$ cat config.mk
export PLATFORM = sky130hd
export DESIGN_NAME = uart_rx_sipo
export DESIGN_NICKNAME = d
export VERILOG_FILES = /design/src/rtl/uart_rx_sipo.sv
export SDC_FILE = /design/constraint.sdc
export NUM_CORES = 1
export LEC_CHECK = 0
export BUFFER_PORTS_ARGS = -buffer_cell sky130_fd_sc_hd__buf_2
export CAP_MARGIN = 20
export CORE_UTILIZATION = 50
export DETAILED_ROUTE_END_ITERATION = 6
export GPL_ROUTABILITY_DRIVEN = 0
export HOLD_SLACK_MARGIN = 0.1
export PLACE_DENSITY = 0.7
export SYNTH_ARGS = -nofsm -noshare
export SYNTH_HDL_FRONTEND = slang
export SYNTH_SLANG_ARGS = --single-unit
export TNS_END_PERCENT = 10
$ cat constraint.sdc
create_clock -name baud_clk -period 2.1 [get_ports baud_clk]
set_input_delay 0.315 -clock baud_clk [delete_from_list [all_inputs] [get_ports baud_clk]]
set_output_delay 0.315 -clock baud_clk [all_outputs]
set_load 0.02 [all_outputs]
$ cat src/rtl/uart_rx_sipo.sv
// UART receive deserializer: 11-bit frame (start, 8 data LSB first, parity, stop),
// oversampled by OVERSAMPLE, byte delivered with a one-cycle valid pulse and error flags.
module uart_rx_sipo #(
   parameter int   OVERSAMPLE = 16,
   parameter logic PARITY_ODD = 1'b0
) (
   input  logic       baud_clk,
   input  logic       rst,
   input  logic       data_rx,
   output logic [7:0] data_out,
   output logic       data_valid,
   output logic       parity_error,
   output logic       frame_error,
   output logic       active_flag
);

   localparam int CW = $clog2(OVERSAMPLE);
   localparam logic [CW-1:0] CNT_MID  = CW'(OVERSAMPLE / 2 - 1);
   localparam logic [CW-1:0] CNT_LAST = CW'(OVERSAMPLE - 1);

   localparam logic [2:0] S_IDLE   = 3'd0;
   localparam logic [2:0] S_START  = 3'd1;
   localparam logic [2:0] S_DATA   = 3'd2;
   localparam logic [2:0] S_PARITY = 3'd3;
   localparam logic [2:0] S_STOP   = 3'd4;

   // Even mode flags an odd count of ones over data+parity; odd mode the reverse.
   function automatic logic parity_err(input logic [7:0] d, input logic p);
      return (^{d, p}) ^ PARITY_ODD;
   endfunction

   logic          sync1_q, rx_s_q, rx_prev_q;
   logic [2:0]    state_q, state_d;
   logic [CW-1:0] cnt_q, cnt_d;
   logic [2:0]    idx_q, idx_d;
   logic [7:0]    shift_q, shift_d;
   logic          par_bit_q, par_bit_d;
   logic [7:0]    data_out_q, data_out_d;
   logic          parity_error_q, parity_error_d;
   logic          frame_error_q, frame_error_d;
   logic          data_valid_q, data_valid_d;

   always_comb begin
      state_d        = state_q;
      cnt_d          = cnt_q + CW'(1);
      idx_d          = idx_q;
      shift_d        = shift_q;
      par_bit_d      = par_bit_q;
      data_out_d     = data_out_q;
      parity_error_d = parity_error_q;
      frame_error_d  = frame_error_q;
      data_valid_d   = 1'b0;
      case (state_q)
         S_IDLE: begin
            cnt_d = '0;
            if (rx_prev_q && !rx_s_q) state_d = S_START;
         end
         S_START: begin
            if (cnt_q == CNT_MID) begin
               cnt_d = '0;
               idx_d = 3'd0;
               state_d = rx_s_q ? S_IDLE : S_DATA;
            end
         end
         S_DATA: begin
            if (cnt_q == CNT_LAST) begin
               cnt_d          = '0;
               shift_d[idx_q] = rx_s_q;
               idx_d          = idx_q + 3'd1;
               if (idx_q == 3'd7) state_d = S_PARITY;
            end
         end
         S_PARITY: begin
            if (cnt_q == CNT_LAST) begin
               cnt_d     = '0;
               par_bit_d = rx_s_q;
               state_d   = S_STOP;
            end
         end
         S_STOP: begin
            if (cnt_q == CNT_LAST) begin
               cnt_d          = '0;
               state_d        = S_IDLE;
               data_out_d     = shift_q;
               parity_error_d = parity_err(shift_q, par_bit_q);
               frame_error_d  = !rx_s_q;
               data_valid_d   = 1'b1;
            end
         end
         default: begin
            cnt_d   = '0;
            state_d = S_IDLE;
         end
      endcase
   end

   // Synchronizer resets high so the line looks idle coming out of reset.
   always_ff @(posedge baud_clk) begin
      if (rst) begin
         sync1_q        <= 1'b1;
         rx_s_q         <= 1'b1;
         rx_prev_q      <= 1'b1;
         state_q        <= S_IDLE;
         cnt_q          <= '0;
         idx_q          <= 3'd0;
         data_out_q     <= 8'h00;
         parity_error_q <= 1'b0;
         frame_error_q  <= 1'b0;
         data_valid_q   <= 1'b0;
      end else begin
         sync1_q        <= data_rx;
         rx_s_q         <= sync1_q;
         rx_prev_q      <= rx_s_q;
         state_q        <= state_d;
         cnt_q          <= cnt_d;
         idx_q          <= idx_d;
         data_out_q     <= data_out_d;
         parity_error_q <= parity_error_d;
         frame_error_q  <= frame_error_d;
         data_valid_q   <= data_valid_d;
      end
   end

   always_ff @(posedge baud_clk) begin
      shift_q   <= shift_d;
      par_bit_q <= par_bit_d;
   end

   assign data_out     = data_out_q;
   assign data_valid   = data_valid_q;
   assign parity_error = parity_error_q;
   assign frame_error  = frame_error_q;
   assign active_flag  = (state_q != S_IDLE);

endmodule
==> results.ini <==
[cts]
cts.sinks = 33
cts-resized-gates = 0
cts-hold-fix-buffers = 0
cts-htree-levels = 2
clockRootBuffer = clkbuf_4
post_cts.repair.setup_buffers = 0
cts_made_buffers = 5
clock_path_buffers = 2
insertion_delay_ns = 0.35
post_cts_clock_slew_at_the_launch_and_capture_registers_of_the_worst_setup_and_hold_paths_ns = 0.11
clock_tree_from_tritoncts = yes

[worst_setup_path]
critical_path.cell_chain = ha_1 -> nand4_1 -> or3_1 -> nor4_1
worstPathMaxFanout = 6
r2r_end = shift_q[0]
critPathMaxStageDelay_ns = 0.41
critPathKind = register to register
r2r_setup_slack_ns = 0.27
setup.worst_path.start_class = register
timing.rr.start = cnt_q[0]
worstPathRequired_ns = 2.13
crit_family = simple AND/OR/NAND/NOR gates
worst-path-buf-inv = 0
worst_path_max_delay_cell = or3_1
reg2regPathDepth = 4
endpoint_type_of_the_worst_setup_path = register
critical_path_arrival_ns = 1.86

[sta]
finalWorstSetupSlack_ns = 0.270
finalClockSkew_ns = 0.0149
setup_tns_ns = 0
relSlewSlack_pct = 72.0
holdWs_ns = 0.149
fmax_ghz = 0.546
period_needed_ns = 1.83
timing.final.hold_violations = 0
setup_repair_after_global_routing_missed_its_margin = no
worstMarginPinSlew_ns = 0.419
min_period_over_period_pct = 87.2
setup_viol = 0
drv_slew = 0

[placement]
dpl_cell_area_um2 = 1470
pre_cts_slack_ns = 0.322
hpwl_mm = 1.65
dpl.cell_count = 178
port-buffer-count = 14

[job]
drv.max_cap_violation_count = 0

[yosys]
synth.yosys.seq_area_share_pct = 53.2
synth.area.top_cells = dfxtp_1 34%, edfxtp_1 19%, nand2_1 6.4%, xnor3_1 3.2%, nor2_1 2.9%
postSynth.topFlopCell = dfxtp_1
postSynth.asyncResetShare_pct = 0
yosysWarnings = 0
synthesis.area_um2 = 1410
netlist_instances = 142
synth_area_per_cell_um2 = 9.94
synth-edff-count = 9
ys_ff_latch = 33
synth_cell_types = 40
yosys.area.top_type_share_pct = 34.0
synth_fp_nets = 148
synthDominantAreaCellType = dfxtp_1

[global_routing]
global_route.overflow_total = 0
grt_max_degree = 24
first_global_vias = 880
track_usage_pct = 18.7
grt_first_pass_wirelength_mm = 3.82
grt_antenna_before_repair = 0

[power]
total_power_mw = 1.03
power_density_nw_per_um2 = 674
switching_power_mw = 0.238
p_sw_share_pct = 23.1
internal_power_mw = 0.790
seq_power_share_pct = 64.3
share_of_power_burned_in_the_clock_network_pct = 33.6
p_leak_nw = 0.576
p_comb_share_pct = 2.1
power.ir.vdd_worst_mv = 0.490

[floorplan]
placeableCoreArea_um2 = 2570
dieWidth_um = 55.1
dieArea_um2 = 3040
boundaryPins = 15
rows = 18
height_of_the_chip_um = 55.1
starting_density_of_the_core_pct = 55.0

[layout]
diodes = 0
design_area_um2 = 1530
layout-drive-gt1-share_pct = 16.7
layout.core_utilization_pct = 59.4
leading_cell_types_in_the_layout_fill_and_taps_excluded = 24 x nand2_1, 24 x dfxtp_1, 14 x buf_2
flow.area_growth_from_synthesis_pct = 8.07
design.final.nets = 161
filler_cell_count = 246
finish.cell_count_without_fillers = 186

[outcome]
status = complete, no violations

[hold_path]
timing.hold.worst_endpoint = sync1_q
min-delay-path-class = input pin to register
worst_min_delay_path_startpoint = data_rx
hold-path-cell-count = 2

[route]
first_drt_pass_iteration_count = 4
route.detailed.wl_per_inst_um = 13.0
route.detailed.vias_per_inst = 5.56
ant_nets = 0
route.detailed.drc = 0
total_via_count_in_the_routed_design = 1035
detail_route.iter0.violations = 13
routed_wirelength_mm = 2.43

==> final cells by class <==
class | count | area (um^2) | share of cell area [%]
inverters | 3 | 11.3 | 0.738
multi-input cells | 98 | 604 | 39.6
clock inverters | 2 | 10.0 | 0.656
flip-flops and latches | 33 | 751 | 49.2
repair buffers | 14 | 70.1 | 4.59
clock buffers | 6 | 41.3 | 2.71
well taps | 30 | 37.5 | 2.46
==> per-layer routing <==
layer / GRT usage (%) / vias up / part of all wire [%]
li1: - / 525 / -
met1: 21.3 / 477 / 46
met2: 29.9 / 25 / 47
met3: 5.74 / 8 / 4.8
met4: 12.5 / 0 / 2.8
met5: 0 / - / 0
==> worst reg2reg max path, cell delays in order (launching register included) <==
cell	delay [ns]
dfxtp_1	0.37
ha_1	0.28
nand4_1	0.21
or3_1	0.41
nor4_1	0.25
==> power by group through the flow <==
stage	registers, mW	clock network, mW	logic [mW]
detailed placement	0.676	0	0.0219
CTS	0.661	0.350	0.0222
finish	0.661	0.345	0.0221
global placement	0.676	0	0.0212
global route	0.662	0.368	0.0241
floorplan	0.672	0	0.0180
==> flip-flops by register name (all words and copies together), names as in the netlist <==
signal,count
sync1_q,1
parity_error,1
rx_s_q,1
par_bit_q,1
idx_q,3
state_q,3
data_out,8
cnt_q,4
shift_q,8
frame_error,1
rx_prev_q,1
data_valid,1
==> logic make-up (layout without fill, tap and decap cells) <==
kind of cell	count (synthesis)	count (layout)	synth area share (%)
flops	33	33	53.2
fa+ha+maj	3	3	2.66
buf+inv	11	25	3.99
compound gates	22	22	10.4
xor+xnor	8	8	6.91
mux	1	1	0.709
simple gates	64	64	22.2
==> worst max-delay path by stage <==
stage              from         end  slack [ns]  cells past startpoint
2_1_floorplan  cnt_q[0]  shift_q[0]        0.46                      4
3_3_place_gp   cnt_q[0]  shift_q[0]        0.36                      4
3_5_place_dp   cnt_q[0]  shift_q[0]        0.32                      4
4_1_cts        cnt_q[0]  shift_q[4]        0.27                      5
5_1_grt        cnt_q[0]  shift_q[4]        0.08                      5
6_report       cnt_q[0]  shift_q[0]        0.27                      4
==> cell usage after synthesis, drive strengths merged (2+ instances only) <==
master and instances:
nand2b 2, nand2 24, nor3 6, nor2 12, clkbuf 4, o21ai 2
buf 4, o211ai 2, ha 3, a211oi 2, edfxtp 9, xnor2 4
or2 2, or3b 2, dfxtp 24, a21oi 8, inv 3, a22oi 3
nor4 2, nor3b 2, xor2 2, xnor3 2, a31oi 2, nand4 2
nand3 5
Note: power is estimated with default switching activity, not from simulation.
